===== src/rtl/flex_stp_word_sr.sv =====
// Serial-to-parallel shift register with multi-bit lanes, beat counting and a valid/ack word holder.
// Optional STP_PARITY_EN adds a trailing even-parity beat per word and a parity_err output.
module flex_stp_word_sr #(
    parameter  int NUM_BITS   = 8,
    parameter  int LANE_WIDTH = 1,
    parameter  int SHIFT_MSB  = 1,
    parameter  int RESET_VAL  = 1,
    localparam int BEATS      = NUM_BITS / LANE_WIDTH,
    localparam int CW         = $clog2(BEATS + 2)
) (
    input  logic                  clk,
    input  logic                  rst,
    input  logic                  clear,
    input  logic                  shift_enable,
    input  logic [LANE_WIDTH-1:0] serial_in,
    input  logic                  word_ack,
    output logic [NUM_BITS-1:0]   parallel_out,
    output logic [CW-1:0]         fill_count,
    output logic [NUM_BITS-1:0]   word_out,
    output logic                  word_valid,
    output logic                  overrun
`ifdef STP_PARITY_EN
    ,
    output logic                  parity_err
`endif
);

`ifdef STP_PARITY_EN
    localparam int FRAME = BEATS + 1;
`else
    localparam int FRAME = BEATS;
`endif

    typedef enum logic {EMPTY = 1'b0, FULL = 1'b1} hold_t;

    hold_t                state, state_next;
    logic [NUM_BITS-1:0]  sr, sr_shifted, word_next;
    logic                 data_beat, done, load, set_ovr;

    generate
        if (LANE_WIDTH == NUM_BITS) begin : g_full_lane
            assign sr_shifted = serial_in;
        end else if (SHIFT_MSB != 0) begin : g_to_msb
            assign sr_shifted = {sr[NUM_BITS-LANE_WIDTH-1:0], serial_in};
        end else begin : g_to_lsb
            assign sr_shifted = {serial_in, sr[NUM_BITS-1:LANE_WIDTH]};
        end
    endgenerate

    // The completed word is the post-shift value; a parity beat leaves sr untouched.
    always_comb begin
        done = shift_enable && (fill_count == CW'(FRAME - 1));
`ifdef STP_PARITY_EN
        data_beat = shift_enable && (fill_count != CW'(BEATS));
`else
        data_beat = shift_enable;
`endif
        word_next = data_beat ? sr_shifted : sr;
    end

    always_comb begin
        state_next = state;
        load       = 1'b0;
        set_ovr    = 1'b0;
        case (state)
            EMPTY: begin
                if (done) begin
                    load       = 1'b1;
                    state_next = FULL;
                end
            end
            FULL: begin
                if (done && word_ack) begin
                    load = 1'b1;
                end else if (done) begin
                    set_ovr = 1'b1;
                end else if (word_ack) begin
                    state_next = EMPTY;
                end
            end
            default: state_next = EMPTY;
        endcase
    end

    always_ff @(posedge clk) begin
        if (rst || clear) state <= EMPTY;
        else              state <= state_next;
    end

    always_ff @(posedge clk) begin
        if (rst) begin
            sr         <= {NUM_BITS{1'(RESET_VAL)}};
            fill_count <= '0;
            word_out   <= '0;
            overrun    <= 1'b0;
`ifdef STP_PARITY_EN
            parity_err <= 1'b0;
`endif
        end else if (clear) begin
            // word_out deliberately survives a clear
            sr         <= {NUM_BITS{1'(RESET_VAL)}};
            fill_count <= '0;
            overrun    <= 1'b0;
`ifdef STP_PARITY_EN
            parity_err <= 1'b0;
`endif
        end else begin
            if (data_beat) sr <= sr_shifted;
            if (shift_enable) fill_count <= done ? '0 : fill_count + CW'(1);
            if (load) begin
                word_out <= word_next;
`ifdef STP_PARITY_EN
                parity_err <= (^word_next) ^ serial_in[0];
`endif
            end
            if (set_ovr) overrun <= 1'b1;
        end
    end

    assign parallel_out = sr;
    assign word_valid   = (state == FULL);

endmodule


===== config.mk =====
export PLATFORM = sky130hd
export DESIGN_NAME = flex_stp_word_sr
export DESIGN_NICKNAME = d
export VERILOG_FILES = /design/src/rtl/flex_stp_word_sr.sv
export SDC_FILE = /design/constraint.sdc
export NUM_CORES = 1
export LEC_CHECK = 0
export BUFFER_PORTS_ARGS = -buffer_cell sky130_fd_sc_hd__buf_2
export CAP_MARGIN = 10
export CORE_MARGIN = 8
export CORE_UTILIZATION = 49
export DETAILED_ROUTE_END_ITERATION = 6
export PLACE_DENSITY = 0.77
export SYNTH_ARGS = -nofsm -noshare
export SYNTH_HDL_FRONTEND = slang
export SYNTH_SLANG_ARGS = --single-unit
export TNS_END_PERCENT = 20

===== constraint.sdc =====
create_clock -name clk -period 2.2 [get_ports clk]
set_clock_uncertainty 0.15 [all_clocks]
set_input_delay 0.66 -clock clk [delete_from_list [all_inputs] [get_ports clk]]
set_output_delay 0.66 -clock clk [all_outputs]
set_load 0.02 [all_outputs]

# Word level (Yosys, flattened, before mapping)

Index checks and enable logic that the tools add are counted.

Bits in registers: 22
Input bits: 6
Output and inout port bits: 22
Logic and storage cells: 25

Add/sub/neg operators: 1
Equality and inequality tests: 1
Mux-type cells: 11
Bitwise gates (word level): 2
Reduce and logical (&&, ||, !) cells: 5

Operator list:

| kind                                                                  | number |
|---|---|
| 8-bit two-way mux                                                     | 1 |
| 1-bit two-way mux                                                     | 7 |
| 4-bit by 1-bit adder with 4-bit output, second input constant         | 1 |
| 4-bit by 3-bit equality test with 1-bit output, second input constant | 1 |
| 4-bit two-way mux                                                     | 1 |
| 1-bit one-hot mux with 2 select lines                                 | 2 |
| 1-bit logical AND                                                     | 2 |
| 1-bit inverter                                                        | 2 |
| 2-bit AND reduction                                                   | 1 |
| 2-bit OR reduction                                                    | 1 |
| 1-bit logical OR                                                      | 1 |

# Depth between registers and ports, before layout

Gate-level depths: netlist (run 1).

Depth in word-level cells: 6
Depth in mapped cells: 5
Mapped depth without buffers: 4

# Worst setup path after synthesis (run 1)

Ideal clock, no wire load.

Kind: input-to-reg
From: in shift_enable
To: reg word_out[0]
Setup time: 0.121 ns
Data arrival time: 1.690 ns
Required time: 1.929 ns
Setup slack: 0.239 ns
Stages: 5
Buffers on the path: 2
Cell sequence: buf_6 nand4b_4 or3b_1 buf_6 mux2_4

Word-level cells in the longest chain between the ends: 5
Elaborated cells on any way between the ends: 7
Those cells by class: mux (4); reduce/logical (3)

RTL lines:

| element                               | line | RTL |
|---|---|---|
| start: declaration                    | 14   | `input logic shift_enable,` |
| 1-bit logical AND                     | 52   | `done = shift_enable && (fill_count == CW'(FRAME - 1));` |
| 1-bit logical AND                     | 73   | `if (done && word_ack) begin` |
| 1-bit two-way mux                     | 73   |  |
| 1-bit one-hot mux with 2 select lines | 65   | `case (state)` |
| 2-bit AND reduction (no source line)  | -    |  |
| end signal: assignment                | 111  | `word_out <= word_next;` |
| end: declaration                      | 19   | `output logic [NUM_BITS-1:0] word_out,` |

Several ways; a longest one is shown, not always the timed one.
A chain may end at the register's enable or synchronous reset.

# Final worst setup path (run 1)

From: reg fill_count[0]
To: reg word_out[2]

Word-level cells in the longest chain between the ends: 6
Elaborated cells on any way between the ends: 7
Those cells by class: eq/ne (1); mux (3); reduce/logical (3)

RTL lines:

| element                                          | line | RTL |
|---|---|---|
| start: declaration                               | 18   | `output logic [CW-1:0] fill_count,` |
| start signal: assignment                         | 109  | `if (shift_enable) fill_count <= done ? '0 : fill_count + CW'(1);` |
| 4-bit by 3-bit equality test with 1-bit output * | 52   |  |
| 1-bit logical AND *                              | 52   |  |
| 1-bit logical AND                                | 73   |  |
| 1-bit two-way mux                                | 73   |  |
| 1-bit one-hot mux with 2 select lines *          | 65   |  |
| 2-bit AND reduction (no source line) *           | -    |  |

Every way passes the cells marked *; elsewhere a longest branch is shown, timed or not.

==> summary.txt, run 1 <==
Run status
  • Status: complete, no violations

Floorplanning
  • Chip width: 59.6 µm
  • Die Area: 0.00355 mm²
  • FP Rows: 15
  • Num ports: 28
  • Area of the core: 0.00176 mm²
  • Die H: 59.6 µm
  • Initial Utilization: 52.8%

Critical path
  • CP required: 2.24 ns
  • Worst r2r dst: word_out[2]
  • R2r setup slk: 0.17 ns
  • WP depth: 4
  • Worst EP arrival: 2.07 ns
  • Critical setup path kind: reg2reg
  • CP max stage cell: or3b_1
  • Worst path bufs/invs: 0
  • Reg2Reg Depth: 4
  • End of the critical path: word_out[2]
  • Worst-path cell chain: ha_1 -> nand4b_4 -> or3b_1 -> mux2_4
  • Critical path endpoint category: register
  • Worst setup SP type: register
  • CP Launch Point: fill_count[0]
  • Max incr delay on CP: 0.59 ns
  • Reg-to-Reg Start: fill_count[0]
  • Worst Path Max Fanout: 8
  • Delay-heaviest family, CP: simple AND/OR/NAND/NOR gates

Placed design
  • Post-DP HPWL: 1.46 mm
  • Post-place instance area: 0.00108 mm²
  • Count of buffers from port buffering: 27
  • Final GP Congestion: 0.811

GRT
  • Vias in the first global route: 711
  • Largest net degree at the start of global routing: 19
  • Overflow after GRT: 0
  • Gr usage total: 11.4%
  • First-pass GRT wire length: 3.09 mm
  • Number of antenna violations at the first check in global routing: 0

Timing
  • Final setup viols: 0
  • RSZ-0062 raised after global routing: no
  • Final period util: 92.1%
  • Worst Tran Pin Value: 0.480 ns
  • Rel. slew slack: 68.0%
  • F_max: 0.493 GHz
  • Final min period: 2.03 ns
  • TNS Setup: 0 ns
  • Final hold vios: 0
  • Slew Limit Fails: 0

Cells and area
  • Area overhead of the layout relative to synthesis: 18.5%
  • Share of cells above drive strength 1: 36.2%
  • Final instance area: 0.00110 mm²
  • Leading cell type in the layout, fill and taps excluded: buf_2
  • # diodes: 0
  • Commonest cells after routing, fill and taps aside: 27 x buf_2, 22 x dfxtp_1, 11 x nor2_1
  • Number of nets in the layout: 125

Synth
  • Adder-cell share of the synthesized area: 1.34%
  • Mapped Cells: 88
  • Post-synthesis simple-gate area fraction: 22.7%
  • Post-synthesis mux area share: 21.5%
  • Ys Warns: 0
  • Post-synthesis compound-gate area fraction: 2.95%
  • Avg Inst Size Synth: 10.6 µm²
  • Post-synth cell types: 21
  • Post-Syn Area: 932 µm²
  • Largest family of logic cells by synthesized area: simple AND/OR/NAND/NOR gates
  • Seq/Total Area, Yosys: 47.2%
  • Syn nets: 95
  • Yosys reg bits: 22
  • Synth Area in XOR/XNOR: 0.940%

Routing
  • Routed wire length: 1.85 mm
  • DR DRC count: 0
  • Detailed Routing Iterations Pass 1: 2
  • Drt wl/cell: 13.1 µm
  • Via Count: 685
  • Initial DRC count: 8
  • Final antenna-violating net count: 0
  • Detail-routed via count per cell: 4.86

Pwr
  • Worst vdd ir: 0.417 mV
  • Leakage power: 0.536 nW
  • Power per cell area: 555 mW/mm²

CTS
  • Longest Clk Path Bufs: 2
  • CTS Hold Buffers Added: 0
  • Clock-pin slew on the worst setup and hold paths: 0.10 ns
  • TritonCTS Sinks: 22
  • Clk root buf: clkbuf_4
  • Post-CTS sizing: 0
  • TritonCTS Buffers: 3
  • H-tree depth: 1
  • Clock latency on the worst-skew pair: 0.30 ns
  • CTS tree: yes
  • Setup Buffers After CTS: 0

Min path
  • HP Class: reg2reg

Run
  • Max Cap Viol: 0
## metrics by stage
step | hold slack, ns | setup WS, ns | utilization, % | std cells | total power (W)
3_3_place_gp | 0.295 | 0.0796 | 61.3 | 138 | 0.000449
4_1_cts | 0.343 | 0.170 | 62.6 | 141 | 0.000615
2_1_floorplan | 0.401 | 0.239 | - | 88 | 0.000437
3_5_place_dp | 0.316 | 0.0528 | 61.3 | 138 | 0.000451
6_report | 0.339 | 0.173 | 62.6 | 141 | 0.000613
5_1_grt | 0.355 | 0.0721 | 62.6 | 141 | 0.000633
## where the power goes
| group | total, W | internal (W) | switching, W |
|---|---|---|---|
| clock | 0.000172 | 0.0000638 | 0.000109 |
| combinational | 0.0000389 | 0.0000158 | 0.0000231 |
| sequential | 0.000402 | 0.000400 | 0.00000182 |
## metal layers
layer / up-vias / GRT usage, % / part of all wire (%)
met4: 0 / 5.10 / 1.1
li1: 350 / - / -
met2: 18 / 17.3 / 44
met1: 313 / 13.8 / 48
met5: - / 0 / 0
met3: 4 / 4.12 / 6.9
## cell families (layout without fill, tap and decap cells)
logic type / count (synthesis) / in the layout
DFF: 22 / 22
xor gates and xnor gates: 1 / 1
adders and majority gates: 1 / 1
AOI/OAI and AO/OA: 5 / 5
buffers and inverters: 4 / 32
and+or+nand+nor: 39 / 39
muxes: 16 / 16
## Yosys cell counts
cell / number / area, µm²
dfxtp_1: 22 / 440
nor2_1: 11 / 41.3
nand2_1: 10 / 37.5
mux2_4: 8 / 120
mux2i_1: 8 / 80.1
nor2b_1: 8 / 50.1
a21oi_1: 4 / 20.0
nand2b_1: 3 / 18.8
buf_6: 2 / 22.5
buf_2: 1 / 5.00
clkbuf_1: 1 / 3.75
ha_1: 1 / 12.5
nand3_1: 1 / 5.00
nand3b_1: 1 / 7.51
nand4_1: 1 / 6.26
nand4b_4: 1 / 23.8
o21a_1: 1 / 7.51
or2_2: 1 / 6.26
or3_1: 1 / 6.26
or3b_1: 1 / 8.76
xor2_1: 1 / 8.76
## flip-flops by register name, indices dropped and copies added (netlist names)
register,count
fill_count,4
word_out,8
overrun,1
word_valid,1
parallel_out,8
## cell type report
| cell class | count | area, µm² |
|---|---|---|
| flip-flops and latches | 22 | 440 |
| clock buffers | 3 | 22.5 |
| well taps | 25 | 31.3 |
| multi-input cells | 62 | 460 |
| repair buffers | 29 | 150 |
| fillers | 170 | 659 |
## worst min-delay path by stage
stage / from / end / cells after the start
2_1_floorplan: fill_count[3] / fill_count[3] / 2
3_3_place_gp: overrun / overrun / 1
3_5_place_dp: overrun / overrun / 1
4_1_cts: overrun / overrun / 1
5_1_grt: overrun / overrun / 1
6_report: overrun / overrun / 1
No activity file was read; power rests on OpenSTA's default activity.
==> run 2: changes to the inputs <==
--- a/config.mk
+++ b/config.mk
@@ -7,7 +7,7 @@
 export LEC_CHECK = 0
 export BUFFER_PORTS_ARGS = -buffer_cell sky130_fd_sc_hd__buf_2
 export CAP_MARGIN = 10
-export CORE_MARGIN = 8
+export CORE_MARGIN = 10
 export CORE_UTILIZATION = 49
 export DETAILED_ROUTE_END_ITERATION = 6
 export PLACE_DENSITY = 0.77
==> run 2 against run 1 <==
  * Die area is 14% higher
  * Critical path depth stayed put
  * Utilization increased by 0.78 points
  * Wire length rose by 7.4%
==> summary.txt, run 2 (synthesis gave the netlist of run 1 again) <==
CTS
  • TritonCTS Sinks: 22 (unchanged)
  • H-tree depth: 1 (unchanged)
  • Setup Buffers After CTS: 0 (unchanged)
  • CTS tree: yes
  • Clock latency on the worst-skew pair: 0.30 ns (about the same)
  • Clock-pin slew on the worst setup and hold paths: 0.12 ns (+0.02 ns)
  • Post-CTS sizing: 0 (unchanged)
  • TritonCTS Buffers: 3 (unchanged)
  • CTS Hold Buffers Added: 0 (unchanged)
  • Clk root buf: clkbuf_4
  • Longest Clk Path Bufs: 2 (unchanged)

Critical path
  • CP required: 2.25 ns (about the same)
  • R2r setup slk: 0.15 ns (-0.02 ns)
  • Worst EP arrival: 2.10 ns (+0.03 ns)
  • Worst path bufs/invs: 0 (unchanged)
  • Worst Path Max Fanout: 8 (unchanged)
  • Worst setup SP type: register
  • Max incr delay on CP: 0.61 ns (+0.02 ns)
  • Delay-heaviest family, CP: simple AND/OR/NAND/NOR gates
  • Critical setup path kind: reg2reg
  • Critical path endpoint category: register
  • Worst-path cell chain: ha_1 -> nand4b_4 -> or3b_1 -> mux2_4
  • CP max stage cell: or3b_1

Floorplanning
  • Num ports: 28 (unchanged)
  • Initial Utilization: 52.8% (unchanged)
  • Chip width: 63.6 µm (+6.7%)
  • Die Area: 0.00405 mm² (+14%)
  • Area of the core: 0.00176 mm² (unchanged)
  • Die H: 63.6 µm (+6.7%)
  • FP Rows: 15 (unchanged)

Routing
  • Top layer in use: met4
  • Via Count: 688 (+0.44%)
  • Initial DRC count: 4 (-4)
  • Routed wl met2: 934 µm (+14%)
  • M1 wire length: 887 µm (+0.11%)
  • Final antenna-violating net count: 0 (unchanged)
  • DR DRC count: 0 (unchanged)
  • Detailed Routing Iterations Pass 1: 4 (+2)
  • Met3 WL post-DR: 164 µm (+29%)
  • Detail-routed via count per cell: 4.85 (-0.27%)
  • Routed wire length: 1.99 mm (+7.4%)
  • Drt wl/cell: 14.0 µm (+6.7%)

GRT
  • Vias in the first global route: 715 (+0.56%)
  • Largest net degree at the start of global routing: 19 (unchanged)
  • Number of antenna violations at the first check in global routing: 0 (unchanged)
  • Gr usage total: 10.1% (-1.2 points)
  • Overflow after GRT: 0 (unchanged)
  • First-pass GRT wire length: 3.39 mm (+9.6%)

Cells and area
  • Reg area: 440 µm² (unchanged)
  • Fillers: 167 (-1.8%)
  • # diodes: 0 (unchanged)
  • Share of cells above drive strength 1: 36.8% (+0.55 points)
  • Leading cell type in the layout, fill and taps excluded: buf_2
  • Area of the multi-input gates: 460 µm² (unchanged)
  • Commonest cells after routing, fill and taps aside: 27 x buf_2, 22 x dfxtp_1, 11 x nor2_1
  • Number of nets in the layout: 125 (unchanged)
  • Area overhead of the layout relative to synthesis: 20.0%
  • Core Util, Final: 63.4% (+0.78 points)

Timing
  • Worst Tran Pin Value: 0.516 ns (+0.0357 ns)
  • Rel. slew slack: 65.6% (-2.4 points)
  • Final period util: 93.1% (+0.98 points)
  • Worst setup margin: 0.151 ns (-0.0216 ns)
  • TNS Setup: 0 ns (unchanged)
  • Slew Limit Fails: 0 (unchanged)
  • Final hold vios: 0 (unchanged)
  • Final min period: 2.05 ns (+0.0216 ns)
  • Final setup viols: 0 (unchanged)
  • RSZ-0062 raised after global routing: no
  • F_max: 0.488 GHz (-1.1%)

Run status
  • Status: complete, no violations

Placed design
  • Final GP Congestion: 0.737 (-9.1%)
  • Pre-CTS WS: 0.0225 ns (-0.0304 ns)
  • Count of buffers from port buffering: 27 (unchanged)
  • Post-DP HPWL: 1.51 mm (+3.9%)

Run
  • Max Cap Viol: 0 (unchanged)

Pwr
  • Power per cell area: 590 mW/mm² (+6.4%)
  • Leakage power: 0.543 nW (+1.3%)
  • Worst vdd ir: 0.328 mV (-21%)

Min path
  • HP Class: reg2reg
[run 2: changes by cell type in the layout (fill, tap and decap cells not counted)]
cell | previous run | this run
clkbuf_8 | 0 | 1
[run 2: stage by stage]
step | hold slack [ns] | cell area, µm² | power (W) | instances
finish | 0.335 | 1120 | 0.000660 | 142
global placement | 0.296 | 1080 | 0.000450 | 138
floorplan | 0.401 | 932 | 0.000437 | 88
global route | 0.356 | 1120 | 0.000689 | 142
CTS | 0.340 | 1120 | 0.000665 | 142
detailed placement | 0.311 | 1080 | 0.000451 | 138
[run 2: final timing paths]
path | start | to | cells past startpoint
max | fill_count[1] | word_out[2] | 4
min reg2reg | overrun | overrun | 1
min | overrun | overrun | 1
max reg2reg | fill_count[1] | word_out[2] | 4
[run 2: area by class of cell]
type	count	area share (%)
flip-flops and latches	22	39.4
repair buffers	29	13.4
clock buffers	4	3.24
well taps	25	2.80
multi-input cells	62	41.2
[run 2: per-layer routing]
layer | vias to the layer above | GRT usage [%]
met1 | 319 | 11.1
met4 | 0 | 5.46
li1 | 351 | -
met2 | 16 | 15.6
met3 | 2 | 5.12
met5 | - | 0
[run 2: power by group]
part | internal, W | switching, W | leakage [nW]
combinational | 0.0000159 | 0.0000240 | 0.344
sequential | 0.000400 | 0.00000186 | 0.178
clock | 0.000101 | 0.000117 | 0.0210
==> run 3: changes to the inputs <==
==> config.mk (replaced) <==
export PLATFORM = sky130hd
export DESIGN_NAME = flex_stp_word_sr
export DESIGN_NICKNAME = d
export VERILOG_FILES = /design/src/rtl/flex_stp_word_sr.sv
export SDC_FILE = /design/constraint.sdc
export NUM_CORES = 1
export LEC_CHECK = 0
export CAP_MARGIN = 10
export CORE_MARGIN = 10
export CORE_UTILIZATION = 55
export DETAILED_ROUTE_END_ITERATION = 6
export DONT_BUFFER_PORTS = 1
export PLACE_DENSITY = 0.7
export SYNTH_ARGS = -nofsm -noshare
export SYNTH_HDL_FRONTEND = slang
export SYNTH_SLANG_ARGS = --single-unit
export TNS_END_PERCENT = 20
==> run 3 against run 2 <==
  * Sequential power about the same
  * Register-to-register slack better by 0.08 ns
  * Largest cell class unchanged
  * Via count shrank 12%
  * First-iteration DRC count increased to 3.8 times the previous value
  * Worst hold slack better by 0.028 ns
  * Highest routed layer unchanged
  * Clock power is essentially flat
  * Critical endpoint is now word_out[5]
  * Critical path type unchanged
  * Total power decreased by 3.2%
  * Fmax up 3.9%
==> summary.txt, run 3 (synthesis gave the netlist of run 1 again) <==
Routing
  • Via Count: 603 (-12%)
  • Drt wl/cell: 16.9 µm (+21%)
  • DR DRC count: 0 (unchanged)
  • Initial DRC count: 15 (+11)
  • Detailed Routing Iterations Pass 1: 4 (unchanged)
  • Final antenna-violating net count: 0 (unchanged)
  • Routed wire length: 1.81 mm (-9.1%)
  • Detail-routed via count per cell: 5.64 (+16%)

Run
  • Max Cap Viol: 0 (unchanged)

Timing
  • Worst Tran Pin Value: 0.581 ns (+0.0650 ns)
  • Slew Limit Fails: 0 (unchanged)
  • Final setup viols: 0 (unchanged)
  • F_max: 0.507 GHz (+3.9%)
  • Final hold vios: 0 (unchanged)
  • TNS Setup: 0 ns (unchanged)
  • RSZ-0062 raised after global routing: no
  • Final min period: 1.97 ns (-0.0760 ns)
  • Final period util: 89.7% (-3.5 points)
  • Rel. slew slack: 61.1% (-4.5 points)

Critical path
  • Worst EP arrival: 2.02 ns (-0.08 ns)
  • Worst setup SP type: register
  • Worst Path Max Fanout: 8 (unchanged)
  • CP required: 2.25 ns (about the same)
  • Critical path endpoint category: register
  • Critical setup path kind: reg2reg

CTS
  • Setup Buffers After CTS: 0 (unchanged)
  • TritonCTS Sinks: 22 (unchanged)
  • Post-CTS sizing: 0 (unchanged)
  • Clock-pin slew on the worst setup and hold paths: 0.12 ns (about the same)
  • Longest Clk Path Bufs: 2 (unchanged)
  • CTS Hold Buffers Added: 0 (unchanged)
  • CTS tree: yes
  • TritonCTS Buffers: 3 (unchanged)
  • Clk root buf: clkbuf_4
  • H-tree depth: 1 (unchanged)
  • Clock latency on the worst-skew pair: 0.30 ns (about the same)

Floorplanning
  • Chip width: 61.2 µm (-3.8%)
  • FP Rows: 14 (-1)
  • Die H: 61.2 µm (-3.8%)
  • Num ports: 28 (unchanged)
  • Area of the core: 0.00156 mm² (-12%)
  • Die Area: 0.00374 mm² (-7.5%)
  • Initial Utilization: 59.8% (+7.0 points)

Cells and area
  • Commonest cells after routing, fill and taps aside: 22 x dfxtp_1, 11 x nor2_1, 10 x nand2_1
  • Share of cells above drive strength 1: 18.7% (-18 points)
  • # diodes: 0 (unchanged)
  • Fillers: 139 (-17%)
  • Final instance area: 980 µm² (-12%)
  • Leading cell type in the layout, fill and taps excluded: dfxtp_1
  • Number of nets in the layout: 99 (-21%)
  • Area overhead of the layout relative to synthesis: 5.10%

Placed design
  • Post-DP HPWL: 1.37 mm (-9.7%)
  • Final GP Congestion: 0.768 (+4.2%)
  • Count of buffers from port buffering: 0 (-100%)
  • Post-place instance area: 943 µm² (-13%)

GRT
  • Overflow after GRT: 0 (unchanged)
  • Gr usage total: 10.4% (+0.22 points)
  • Vias in the first global route: 576 (-19%)
  • First-pass GRT wire length: 2.93 mm (-14%)
  • Largest net degree at the start of global routing: 19 (unchanged)
  • Number of antenna violations at the first check in global routing: 0 (unchanged)

Run status
  • Status: complete, no violations

Pwr
  • Power per cell area: 652 mW/mm² (+11%)
  • Part of the power in combinational logic: 3.4% (-2.6 points)
  • Sw Share: 19.9% (-1.8 points)
  • Worst vdd ir: 0.550 mV (+68%)
  • Sequential share of power: 63.0% (+2.1 points)
  • Sw Pwr: 0.000127 W (-11%)
  • Leakage power: 0.433 nW (-20%)
  • Int Pwr: 0.000512 W (-0.95%)
  • Clock power share: 33.6% (+0.5 points)

Min path
  • HP Class: in2reg
## run 3: power by group through the flow
stage          registers (W)  logic (W)  clock network [W]
5_1_grt             0.000403  0.0000245           0.000242
3_5_place_dp        0.000412  0.0000220                  0
2_1_floorplan       0.000413  0.0000239                  0
6_report            0.000402  0.0000218           0.000215
4_1_cts             0.000403  0.0000220           0.000224
3_3_place_gp        0.000412  0.0000214                  0
## run 3: through the flow
stage	setup slack (ns)	hold slack, ns	total power (W)	utilization, %	instances
floorplan	0.239	0.401	0.000437	-	88
global placement	0.183	0.400	0.000433	60.5	103
detailed placement	0.156	0.403	0.000434	60.5	103
CTS	0.211	0.344	0.000648	62.8	107
global route	0.143	0.343	0.000670	62.8	107
finish	0.227	0.363	0.000639	62.8	107
## run 3: path summary, 6_finish.rpt
kind                               startpoint              end  slack [ns]  depth (start not counted)
worst min-delay path             shift_enable  parallel_out[2]        0.36                          2
worst min register to register  fill_count[2]       word_valid        0.42                          2
worst max-delay path            fill_count[1]      word_out[5]        0.23                          4
worst max register to register  fill_count[1]      word_out[5]        0.23                          4
## run 3: layout make-up
class / instances / area (µm²) / area share, %
Multi-Input combinational cell: 62 / 460 / 47.0
Sequential cell: 22 / 440 / 45.0
Clock buffer: 4 / 36.3 / 3.70
Timing Repair Buffer: 3 / 22.5 / 2.30
Tap cell: 16 / 20.0 / 2.04
## run 3: critical path, stage by stage (launching register included)
cell      delay (ns)
dfxtp_1         0.36
ha_1            0.24
nand4b_4        0.15
or3b_1          0.60
mux2_4          0.38
## run 3: routing by layer
layer / up-vias / track usage (%) / part of all wire, %
met5: - / 0 / 0
met4: 0 / 1.95 / 0.50
met3: 2 / 7.61 / 15
met2: 30 / 14.6 / 41
met1: 268 / 12.5 / 43
li1: 303 / - / -
